File: src/rtl/spi_master.sv
// Mode-0 SPI master (CPOL=0, CPHA=0), MSB first, one full-duplex frame per accepted word.
// sclk/cs_n/mosi are registered; miso is sampled through a SYNC_STAGES-deep synchronizer.
module spi_master #(
    parameter int DATA_W      = 8,
    parameter int CLK_DIV     = 4,
    parameter int CS_GAP      = 2,
    parameter int SYNC_STAGES = 2
) (
    input  logic              clk,
    input  logic              rst,
    input  logic [DATA_W-1:0] tx_data,
    input  logic              tx_valid,
    output logic              tx_ready,
    output logic [DATA_W-1:0] rx_data,
    output logic              rx_valid,
    output logic              sclk,
    output logic              mosi,
    input  logic              miso,
    output logic              cs_n
);

    localparam int CNT_MAX = (CLK_DIV > CS_GAP) ? CLK_DIV : CS_GAP;
    localparam int CNT_W   = $clog2(CNT_MAX + 1);
    localparam int BIT_W   = $clog2(DATA_W);

    localparam logic [CNT_W-1:0] DIV_LAST = CNT_W'(CLK_DIV - 1);
    localparam logic [CNT_W-1:0] GAP_LAST = CNT_W'(CS_GAP - 1);
    localparam logic [BIT_W-1:0] BIT_LAST = BIT_W'(DATA_W - 1);

    typedef enum logic [2:0] {IDLE, LEAD, HIGH, LOW, TRAIL, GAP} state_t;

    state_t                 state;
    logic [CNT_W-1:0]       cnt;
    logic [BIT_W-1:0]       bit_cnt;
    logic [DATA_W-1:0]      tx_sh;
    logic [DATA_W-1:0]      rx_sh;
    logic [SYNC_STAGES-1:0] sync;
    logic                   miso_s;
    logic                   div_done;

    assign miso_s   = sync[SYNC_STAGES-1];
    assign div_done = (cnt == DIV_LAST);

    always_ff @(posedge clk or posedge rst) begin
        if (rst) begin
            sync <= '0;
        end else begin
            sync <= {sync[SYNC_STAGES-2:0], miso};
        end
    end

    always_ff @(posedge clk or posedge rst) begin
        if (rst) begin
            state    <= IDLE;
            cnt      <= '0;
            bit_cnt  <= '0;
            tx_sh    <= '0;
            rx_sh    <= '0;
            tx_ready <= 1'b1;
            rx_data  <= '0;
            rx_valid <= 1'b0;
            sclk     <= 1'b0;
            mosi     <= 1'b0;
            cs_n     <= 1'b1;
        end else begin
            rx_valid <= 1'b0;
            case (state)
                IDLE: begin
                    cnt <= '0;
                    if (tx_valid) begin
                        // tx_sh holds the bits still to be sent after the MSB now on mosi
                        tx_sh    <= tx_data << 1;
                        mosi     <= tx_data[DATA_W-1];
                        cs_n     <= 1'b0;
                        bit_cnt  <= '0;
                        tx_ready <= 1'b0;
                        state    <= LEAD;
                    end
                end
                LEAD, LOW: begin
                    if (div_done) begin
                        cnt   <= '0;
                        sclk  <= 1'b1;
                        state <= HIGH;
                    end else begin
                        cnt <= cnt + 1'b1;
                    end
                end
                HIGH: begin
                    if (div_done) begin
                        cnt   <= '0;
                        sclk  <= 1'b0;
                        rx_sh <= {rx_sh[DATA_W-2:0], miso_s};
                        if (bit_cnt == BIT_LAST) begin
                            state <= TRAIL;
                        end else begin
                            mosi    <= tx_sh[DATA_W-1];
                            tx_sh   <= tx_sh << 1;
                            bit_cnt <= bit_cnt + 1'b1;
                            state   <= LOW;
                        end
                    end else begin
                        cnt <= cnt + 1'b1;
                    end
                end
                TRAIL: begin
                    if (div_done) begin
                        cnt      <= '0;
                        cs_n     <= 1'b1;
                        rx_data  <= rx_sh;
                        rx_valid <= 1'b1;
                        state    <= GAP;
                    end else begin
                        cnt <= cnt + 1'b1;
                    end
                end
                GAP: begin
                    if (cnt == GAP_LAST) begin
                        cnt      <= '0;
                        tx_ready <= 1'b1;
                        state    <= IDLE;
                    end else begin
                        cnt <= cnt + 1'b1;
                    end
                end
                default: state <= IDLE;
            endcase
        end
    end

endmodule

File: config.mk
export PLATFORM = sky130hd
export DESIGN_NAME = spi_master
export DESIGN_NICKNAME = d
export VERILOG_FILES = /design/src/rtl/spi_master.sv
export SDC_FILE = /design/constraint.sdc
export NUM_CORES = 1
export LEC_CHECK = 0
export ABC_AREA = 0
export CORE_MARGIN = 1
export CORE_UTILIZATION = 58
export CTS_CLUSTER_SIZE = 25
export DETAILED_ROUTE_END_ITERATION = 12
export PLACE_DENSITY = 0.88
export SYNTH_ARGS = -nofsm -noshare
export SYNTH_HDL_FRONTEND = slang
export SYNTH_SLANG_ARGS = --single-unit
File: constraint.sdc
create_clock -name clk -period 3 [get_ports clk]
set_input_delay 0.6 -clock clk [delete_from_list [all_inputs] [get_ports clk]]
set_output_delay 0.6 -clock clk [all_outputs]
set_load 0.005 [all_outputs]
==> results of run 1 <==
[cell usage in the layout, fill, tap and decap left out, types with 2 or more instances in the layout]
| cell | netlist | routed |
|---|---|---|
| clkbuf_1 | 3 | 2 |
| clkbuf_4 | 0 | 5 |
| nand2b_1 | 3 | 3 |
| o21ai_0 | 4 | 4 |
| mux2_2 | 29 | 29 |
| o31ai_1 | 3 | 3 |
| dfrtp_1 | 37 | 37 |
| mux2i_1 | 4 | 4 |
| a21oi_1 | 2 | 2 |
| nand3b_1 | 4 | 4 |
| nor2b_1 | 2 | 2 |
| clkdlybuf4s50_1 | 0 | 24 |
| dfstp_2 | 2 | 2 |
| nor2_1 | 5 | 5 |
| a22oi_1 | 2 | 2 |
| ha_1 | 6 | 6 |
| inv_1 | 6 | 6 |
| mux2_1 | 2 | 2 |
| nand3_1 | 4 | 4 |
| nand2_1 | 6 | 6 |
[cell type report]
| class | instances | area (um^2) |
|---|---|---|
| timing repair buffer | 25 | 248 |
| clock buffer | 7 | 45.0 |
| inverter | 6 | 22.5 |
| tap | 44 | 55.1 |
| fill | 241 | 872 |
| sequential | 39 | 978 |
| clock inverter | 1 | 5.00 |
| multi-input combinational | 92 | 802 |
[synth_stat cells, drive strengths merged, types with 3 or more instances]
library cell	instances	share of area
clkbuf	4	0.0089
dfrtp	37	0.50
ha	6	0.041
inv	6	0.012
mux2	31	0.19
mux2i	4	0.022
nand2	6	0.012
nand2b	3	0.010
nand3	4	0.011
nand3b	4	0.016
nor2	5	0.010
o21ai	5	0.020
o31ai	3	0.012
[worst max-delay path: stages, from the launching register on]
cell	delay (ns)
dfrtp_1	0.43
ha_1	0.22
ha_1	0.21
or4b_4	0.53
o21ai_4	0.34
mux2_2	0.38
[routing by layer]
layer	vias up	routed length (um)
li1	566	-
met1	595	1330
met2	40	1600
met3	9	163
met4	0	68
met5	-	0
[cells by family (layout without fill, tap and decap cells)]
| family | Yosys count | in the layout |
|---|---|---|
| flops | 39 | 39 |
| fa+ha+maj | 6 | 6 |
| compound gates | 20 | 20 |
| simple gates | 31 | 31 |
| buf+inv | 12 | 39 |
| mux | 35 | 35 |
[registers in the layout (all words and copies together), names as in the netlist]
| register | cells |
|---|---|
| cs_n | 1 |
| rx_data | 8 |
| bit_cnt | 3 |
| mosi | 1 |
| rx_valid | 1 |
| rx_sh | 8 |
| tx_ready | 1 |
| cnt | 3 |
| sclk | 1 |
| sync | 2 |
| tx_sh | 7 |
| state | 3 |
[path summary, 6_finish.rpt]
kind / end
max in group asynchronous: tx_ready$_DFFE_PP1P_
hold / removal: sync[1]$_DFF_PP0_
setup / recovery: tx_sh[5]$_DFFE_PP0P_
setup reg to reg: tx_sh[5]$_DFFE_PP0P_
hold reg to reg: sync[1]$_DFF_PP0_
min in group asynchronous: rx_sh[1]$_DFFE_PP0P_
[through the flow]
stage	power [W]	worst slack (ns)	cell area, um^2	utilization	hold slack, ns
2_1_floorplan	0.00126	0.964	1840	-	0.331
3_3_place_gp	0.00137	0.689	2110	0.695	0.335
3_5_place_dp	0.00143	0.637	2110	0.695	0.342
4_1_cts	0.00168	0.775	2160	0.712	0.368
5_1_grt	0.00179	0.677	2160	0.712	0.388
6_report	0.00167	0.777	2160	0.712	0.364
[power by group]
group | internal [W] | switching [W]
Sequential | 0.000665 | 0.000140
Combinational | 0.000345 | 0.000266
Clock | 0.0000913 | 0.000162
==> results.yml, run 1 <==
detailed_routing:
  wl_per_cell_um: 14.8
  drt_iter0_markers: 25
  vias_per_cell: 5.65
  routed_wl_um: 3160
  vias: 1210
  dr.pass1.iters: 4
  drc: 0
  postRouteAntennaNets: 0
placed_design:
  post-dp-hpwl_um: 2230
  routabilityCongestion: 0.800
  io_buffers: 24
  place_inst: 206
clock_tree:
  clock_path_buffers: 2
  cts.clk_slew.worst_paths_ns: 0.11
  cts_buffers: 5
  htreeDepth: 2
  cts-root-buf: "clkbuf_4"
  cts_setup_buffers: 0
  cts.sinks: 39
  cts_resized: 0
  cts_hold_buf: 0
  cts_tree: "built"
  clk-insertion-delay-late_ns: 0.35
finish:
  n_antenna_cell: 0
  fin_nets: 187
  area_growth_pct: 17.5
  final_cells: 214
  final_layout_size_suffix_gt1_frac: 0.247
critical_path:
  endpoint_kind: "flop"
  critPathArrivalTime_ns: 2.46
  r2r_slack_ns: 0.78
  r2r-start: "bit_cnt[0]$_DFFE_PP0P_"
  cp_data_required_time_ns: 3.23
  r2r_cells: 5
  cp-start-kind: "flop"
  startpoint: "bit_cnt[0]$_DFFE_PP0P_"
  critPathKind: "flop to flop"
  path_max_fanout: 10
logic_synthesis:
  synth_flop_cell: "dfrtp_1"
  post_synth_inst_count: 143
  ys_ff_latch: 39
  synth_area_mm2: 0.00184
  synth_top_family_by_area: "multiplexers"
  seq_area_frac_synth: 0.533
  synth_async_sr_flop_share: 1.00
  synth_cell_type_count: 37
  avgSynthCellArea_um2: 12.8
  yosys.area_share.simple: 0.101
  muxShareOfSynthArea: 0.212
  syn_nets: 161
  synthXorXnorAreaFrac: 0
  synthAdderAreaFrac: 0.0409
  synth.yosys.warnings: 0
  synth_compound_area_frac: 0.0832
  synth-edff-count: 0
global_routing:
  antenna_found_initial: 0
  grt_usage: 0.226
  grt_max_degree: 40
  grt_use_met1: 0.279
  grt_use_met2: 0.355
  overflow: 0
  grt.busiest_layer: "met2"
  grt_pass1_vias: 1213
  grt_pass1_wl_um: 5560
  grtUsageMet3: 0.0804
floorplanning:
  die_h_um: 58.3
  initial_utilization: 0.606
  fp.dieW_um: 58.3
  die_area_mm2: 0.00339
  pin_count: 25
  core_mm2: 0.00303
  std_cell_rows: 20
power:
  power.density_mw_per_mm2: 775
  power_leakage_nw: 0.977
  ir_worst_vdd_uv: 470
worst_hold_path:
  worstHoldPathType: "flop to flop"
  whs_path_depth: 0
  hp-start: "sync[0]$_DFF_PP0_"
timing:
  worst-slew-pin-transition_ns: 0.687
  relSlewSlack: 0.540
  fin_crit_ns: 2.22
  drv_slew: 0
  hold_viol: 0
  fin_skew_ns: 0.0134
  setup_viol: 0
  fin_crit_sh: 0.741
  rsz0062_at_grt: "no"
  fmax_ghz: 0.450
  tns_ns: 0
outcome:
  outcome: "completed"
flow_run:
  drv_cap: 0
No activity file was read; power rests on OpenSTA's default activity.
==> inputs of run 2 (changes only) <==
--- a/config.mk
+++ b/config.mk
@@ -7,10 +7,10 @@
 export LEC_CHECK = 0
 export ABC_AREA = 0
 export CORE_MARGIN = 1
-export CORE_UTILIZATION = 58
+export CORE_UTILIZATION = 48
 export CTS_CLUSTER_SIZE = 25
 export DETAILED_ROUTE_END_ITERATION = 12
-export PLACE_DENSITY = 0.88
+export PLACE_DENSITY = 0.78
 export SYNTH_ARGS = -nofsm -noshare
 export SYNTH_HDL_FRONTEND = slang
 export SYNTH_SLANG_ARGS = --single-unit
==> constraint.sdc (replaced) <==
create_clock -name clk -period 2 [get_ports clk]
set_input_delay 0.4 -clock clk [delete_from_list [all_inputs] [get_ports clk]]
set_output_delay 0.4 -clock clk [all_outputs]
set_load 0.005 [all_outputs]
==> run 2 against run 1 <==
Combinational power is 93% higher. Non-clock buffer count is 17 higher. Worst setup slack worse by 0.77 ns. Count of clock-buffer cells in the layout is 1 lower. Wire length is 0.73% higher. Maximum frequency is 11% higher. Die area is 20% higher. Clock skew is 0.0084 ns lower. Largest cell class unchanged. Total power is 69% higher. Highest routed layer unchanged.
==> results.yml, run 2 (same netlist as run 1, synthesis figures left out) <==
critical_path:
  cp-start-kind: "flop"
  r2r-start: "bit_cnt[0]$_DFFE_PP0P_"
  r2r_end: "tx_sh[6]$_DFFE_PP0P_"
  critPathArrivalTime_ns: 2.16
  path_max_fanout: 9
  r2r_slack_ns: 0.005
  cp_data_required_time_ns: 2.17
  critPathKind: "flop to flop"
  r2r_cells: 6
  endpoint_kind: "flop"
placed_design:
  post-dp-hpwl_um: 2300
  place_inst: 226
  routabilityCongestion: 0.839
  preCtsSetupSlack_ns: -0.0893
  io_buffers: 24
timing:
  fin_skew_ns: 0.00499
  relSlewSlack: 0.686
  final.setup.worst_slack_ns: 0.00493
  fin_crit_ns: 2.00
  fin_crit_sh: 0.998
  fmax_ghz: 0.501
  setup_viol: 0
  drv_slew: 0
  rsz0062_at_grt: "yes"
  tns_ns: 0
  hold_viol: 0
  worst-slew-pin-transition_ns: 0.471
clock_tree:
  cts.clk_slew.worst_paths_ns: 0.07
  htreeDepth: 2
  clock_path_buffers: 2
  cts_hold_buf: 0
  clk-insertion-delay-late_ns: 0.28
  cts_tree: "built"
  cts-root-buf: "clkbuf_8"
  cts.sinks: 39
  cts_buffers: 5
detailed_routing:
  vias: 1233
  routed_wl_um: 3180
  postRouteAntennaNets: 0
  vias_per_cell: 5.25
  dr.pass1.iters: 4
  wl_per_cell_um: 13.5
  drc: 0
  drt_iter0_markers: 18
floorplanning:
  fp.dieW_um: 63.8
  die_h_um: 63.8
  pin_count: 25
  die_area_mm2: 0.00408
  initial_utilization: 0.501
  std_cell_rows: 22
  core_mm2: 0.00366
global_routing:
  grt_pass1_wl_um: 5730
  grt_pass1_vias: 1364
  grt_max_degree: 40
  antenna_found_initial: 0
  grt_usage: 0.180
  overflow: 0
finish:
  fin_nets: 204
  final_layout_size_suffix_gt1_frac: 0.332
  n_antenna_cell: 0
  layout_common_cells: "dfrtp_1, mux2_2, clkdlybuf4s50_1, buf_4"
  utilization: 0.644
  final_cells: 235
  reg_top3: "rx_data x8, rx_sh x8, tx_sh x7"
  final_common_cell: "dfrtp_1"
  area_growth_pct: 28.5
outcome:
  outcome: "completed"
worst_hold_path:
  worstHoldPathType: "flop to flop"
  whs_path_depth: 0
  hp-start: "sync[0]$_DFF_PP0_"
  min_to: "sync[1]$_DFF_PP0_"
power:
  power.density_mw_per_mm2: 1200
  power_leakage_nw: 1.08
  ir_worst_vdd_uv: 696
flow_run:
  drv_cap: 0
run 2: final cells by class:
| class | count | area, um^2 |
|---|---|---|
| clock buffer | 6 | 72.6 |
| clock inverter | 2 | 12.5 |
| fill | 281 | 1300 |
| inverter | 6 | 22.5 |
| multi-input combinational | 92 | 825 |
| sequential | 39 | 978 |
| tap | 48 | 60.1 |
| timing repair buffer | 42 | 388 |
run 2: worst max path at each step:
stage | from | to | slack, ns | cells after the start
final | bit_cnt[0]$_DFFE_PP0P_ | tx_sh[6]$_DFFE_PP0P_ | 0.005 | 6
after global routing | bit_cnt[0]$_DFFE_PP0P_ | tx_sh[2]$_DFFE_PP0P_ | -0.04 | 6
after CTS | bit_cnt[0]$_DFFE_PP0P_ | tx_sh[2]$_DFFE_PP0P_ | -0.02 | 6
after detailed placement | tx_valid | tx_sh[4]$_DFFE_PP0P_ | -0.09 | 4
after global placement | tx_valid | tx_sh[6]$_DFFE_PP0P_ | -0.05 | 4
after floorplan | bit_cnt[0]$_DFFE_PP0P_ | tx_sh[2]$_DFFE_PP0P_ | -0.02 | 5
run 2: report_power, final:
group | leakage (nW) | internal (W) | switching (W) | total [W]
clock | 0.0412 | 0.000243 | 0.000255 | 0.000498
sequential | 0.493 | 0.00100 | 0.000148 | 0.00115
combinational | 0.542 | 0.000685 | 0.000498 | 0.00118
total | 1.08 | 0.00193 | 0.000901 | 0.00283
run 2: timing repair:
action,4_1_cts,5_1_grt
endpoints found under the hold margin,0,0
pin swaps,1,1
setup endpoints to repair,10,9
buffers inserted,1,0
gates resized for setup,3,0
cloned,0,0
run 2: worst max-delay path, stage by stage (launching register included):
cell and delay (ns):
dfrtp_1 0.39, ha_2 0.20, ha_4 0.16, or4b_4 0.50, o21ai_4 0.16, buf_12 0.15, mux2_2 0.33
run 2: per-layer routing:
layer  global-route usage  up-vias  part of all wire
met4               0.0710        0             0.011
met5                    0        -                 0
li1                     -      603                 -
met2                0.311       25              0.51
met1                0.215      601              0.45
met3               0.0429        4             0.028
run 2: per-stage QoR:
step	hold slack (ns)	total power, W	area (um^2)
global route	0.374	0.00304	2360
CTS	0.354	0.00286	2360
global placement	0.335	0.00222	2240
detailed placement	0.336	0.00229	2240
finish	0.353	0.00283	2360
floorplan	0.331	0.00191	1840
==> inputs of run 3 (changes only) <==
--- a/config.mk
+++ b/config.mk
@@ -7,10 +7,11 @@
 export LEC_CHECK = 0
 export ABC_AREA = 0
 export CORE_MARGIN = 1
-export CORE_UTILIZATION = 48
+export CORE_UTILIZATION = 46
 export CTS_CLUSTER_SIZE = 25
 export DETAILED_ROUTE_END_ITERATION = 12
-export PLACE_DENSITY = 0.78
+export PLACE_DENSITY = 0.75
 export SYNTH_ARGS = -nofsm -noshare
 export SYNTH_HDL_FRONTEND = slang
 export SYNTH_SLANG_ARGS = --single-unit
+export TNS_END_PERCENT = 20
==> run 3 against run 2 <==
The run now ends with negative setup slack left. Via count is 3.5% higher. Highest routed layer unchanged. Sequential share of layout area is 1.2 points lower. Largest cell class unchanged. Hold slack better by 0.0021 ns. Die area is 4.2% higher. Largest power group unchanged. Critical endpoint is now tx_sh[4]$_DFFE_PP0P_. Non-clock buffer count is 2 higher. Critical path type unchanged. Global-route usage is 0.68 points higher. First-iteration DRC count grew to 3.3 times the previous value. Worst setup slack worse by 0.012 ns. Sequential power hardly changed. Combinational power is 4% higher. Critical path depth stayed put. Total power is 11% higher.
==> results.yml, run 3 (same netlist as run 1, synthesis figures left out) <==
critical_path:
  critPathMaxStageDelay_ns: 0.50
  cp-start-kind: "flop"
  r2r_cells: 6
  endpoint_kind: "flop"
  path_max_fanout: 9
  cpLargestDelayFamily: "simple AND/OR/NAND/NOR gates"
  cp_data_required_time_ns: 2.18
  cp_slowest_cell: "or4b_4"
  critPathArrivalTime_ns: 2.18
  path_cells: "ha_2 > ha_4 > or4b_4 > o21ai_4 > buf_12 > mux2_2"
  critPathKind: "flop to flop"
  cp.depth: 6
  crit_buf_inv: 1
clock_tree:
  clk-insertion-delay-late_ns: 0.29
  htreeDepth: 2
  cts_tree: "built"
  cts.clk_slew.worst_paths_ns: 0.07
  cts_buffers: 5
  cts_hold_buf: 0
  cts.sinks: 39
  cts-root-buf: "clkbuf_8"
  clock_path_buffers: 2
power:
  power.density_mw_per_mm2: 1300
  intPower_w: 0.00220
  pwr-share-comb: 0.391
  power_switching_share: 0.302
  ir_worst_vdd_uv: 720
  power_leakage_nw: 1.11
  power.switching_w: 0.000950
  seq_power_share: 0.368
  clkPwrFrac: 0.241
floorplanning:
  pin_count: 25
  die_area_mm2: 0.00425
  std_cell_rows: 22
  core_mm2: 0.00374
  die_h_um: 65.2
  fp.dieW_um: 65.2
  initial_utilization: 0.490
timing:
  tns_ns: -0.0288
  final.setup.worst_slack_ns: -0.00692
  fin_crit_ns: 2.01
  drv_slew: 0
  setup_viol: 5
  fin_skew_ns: 0.00307
  worst-slew-pin-transition_ns: 0.472
  fin_crit_sh: 1.00
  rsz0062_at_grt: "yes"
  hold_viol: 0
  fmax_ghz: 0.498
  relSlewSlack: 0.685
global_routing:
  grt_max_degree: 40
  grt_pass1_wl_um: 5930
  grt_pass1_vias: 1284
  grt_usage: 0.187
  overflow: 0
  antenna_found_initial: 0
detailed_routing:
  vias: 1276
  wl_met3_um: 174
  dr.pass1.iters: 5
  routed_wl_um: 3480
  drt-met1-wl_um: 1570
  drc: 0
  vias_per_cell: 5.38
  top_layer_used: "met4"
  postRouteAntennaNets: 0
  drt_iter0_markers: 60
  wl_met2_um: 1660
  wl_per_cell_um: 14.7
finish:
  utilization: 0.648
  layout_common_cells: "dfrtp_1, mux2_2, clkdlybuf4s50_1, buf_4"
  fin_area_mm2: 0.00243
  final_layout_size_suffix_gt1_frac: 0.344
  n_antenna_cell: 0
  final_common_cell: "dfrtp_1"
  area_growth_pct: 32.2
  reg_top3: "rx_data x8, rx_sh x8, tx_sh x7"
  fin_nets: 206
placed_design:
  placed_area_mm2: 0.00225
  post-dp-hpwl_um: 2500
  io_buffers: 24
  routabilityCongestion: 0.815
outcome:
  violations: "negative setup slack"
  outcome: "finished, violations left"
worst_hold_path:
  whs_path_depth: 0
  worstHoldPathType: "flop to flop"
flow_run:
  drv_cap: 0
-- run 3: cell types whose count changed in the layout (fill, tap and decap cells not counted) --
cell	change
buf_4	+2
bufinv_16	+2
a22oi_1	-1
a22oi_2	+1
clkinv_2	-1
clkinvlp_4	-1
-- run 3: per-stage QoR --
| stage | worst slack (ns) | hold slack [ns] | power [W] | std cells |
|---|---|---|---|---|
| finish | -0.00692 | 0.355 | 0.00315 | 237 |
| global route | -0.0649 | 0.380 | 0.00334 | 237 |
| CTS | -0.0154 | 0.359 | 0.00314 | 237 |
| detailed placement | -0.0914 | 0.345 | 0.00230 | 228 |
| global placement | -0.0511 | 0.335 | 0.00222 | 228 |
| floorplan | -0.0356 | 0.331 | 0.00189 | 143 |
-- run 3: final timing paths --
check	end	startpoint	slack, ns
hold / removal	sync[1]$_DFF_PP0_	sync[0]$_DFF_PP0_	0.36
max in group asynchronous	cs_n$_DFFE_PP1P_	rst	1.13
setup / recovery	tx_sh[4]$_DFFE_PP0P_	bit_cnt[0]$_DFFE_PP0P_	-0.007
min in group asynchronous	rx_data[1]$_DFFE_PP0P_	rst	0.53
hold reg to reg	sync[1]$_DFF_PP0_	sync[0]$_DFF_PP0_	0.36
setup reg to reg	tx_sh[4]$_DFFE_PP0P_	bit_cnt[0]$_DFFE_PP0P_	-0.007
-- run 3: layout make-up --
type / instances / area, um^2
clock inverter: 2 / 60.1
timing repair buffer: 44 / 403
inverter: 6 / 22.5
multi-input combinational: 92 / 830
sequential: 39 / 978
tap: 48 / 60.1
clock buffer: 6 / 72.6
fill: 299 / 1320
-- run 3: power groups by stage --
| stage | logic [W] | registers, W | clock network [W] |
|---|---|---|---|
| floorplan | 0.000779 | 0.00111 | 0 |
| global placement | 0.00107 | 0.00114 | 0 |
| detailed placement | 0.00114 | 0.00116 | 0 |
| CTS | 0.00121 | 0.00116 | 0.000770 |
| global route | 0.00136 | 0.00118 | 0.000796 |
| finish | 0.00123 | 0.00116 | 0.000759 |
-- run 3: worst reg2reg max path: stages, from the launching register on --
cell and delay, ns:
dfrtp_1 0.39, ha_2 0.20, ha_4 0.16, or4b_4 0.50, o21ai_4 0.17, buf_12 0.15, mux2_2 0.33
-- run 3: repair_timing --
item | in CTS | in global routing
endpoints found under the hold margin | 0 | 0
pin swaps | 1 | 1
endpoints found under the setup margin | 10 | 11
buffers inserted | 1 | 0
gates resized for setup | 4 | 2
-- run 3: routing by layer --
| metal | track usage | vias up |
|---|---|---|
| li1 | - | 607 |
| met1 | 0.249 | 623 |
| met2 | 0.293 | 37 |
| met3 | 0.0503 | 9 |
| met4 | 0.0679 | 0 |
| met5 | 0 | - |
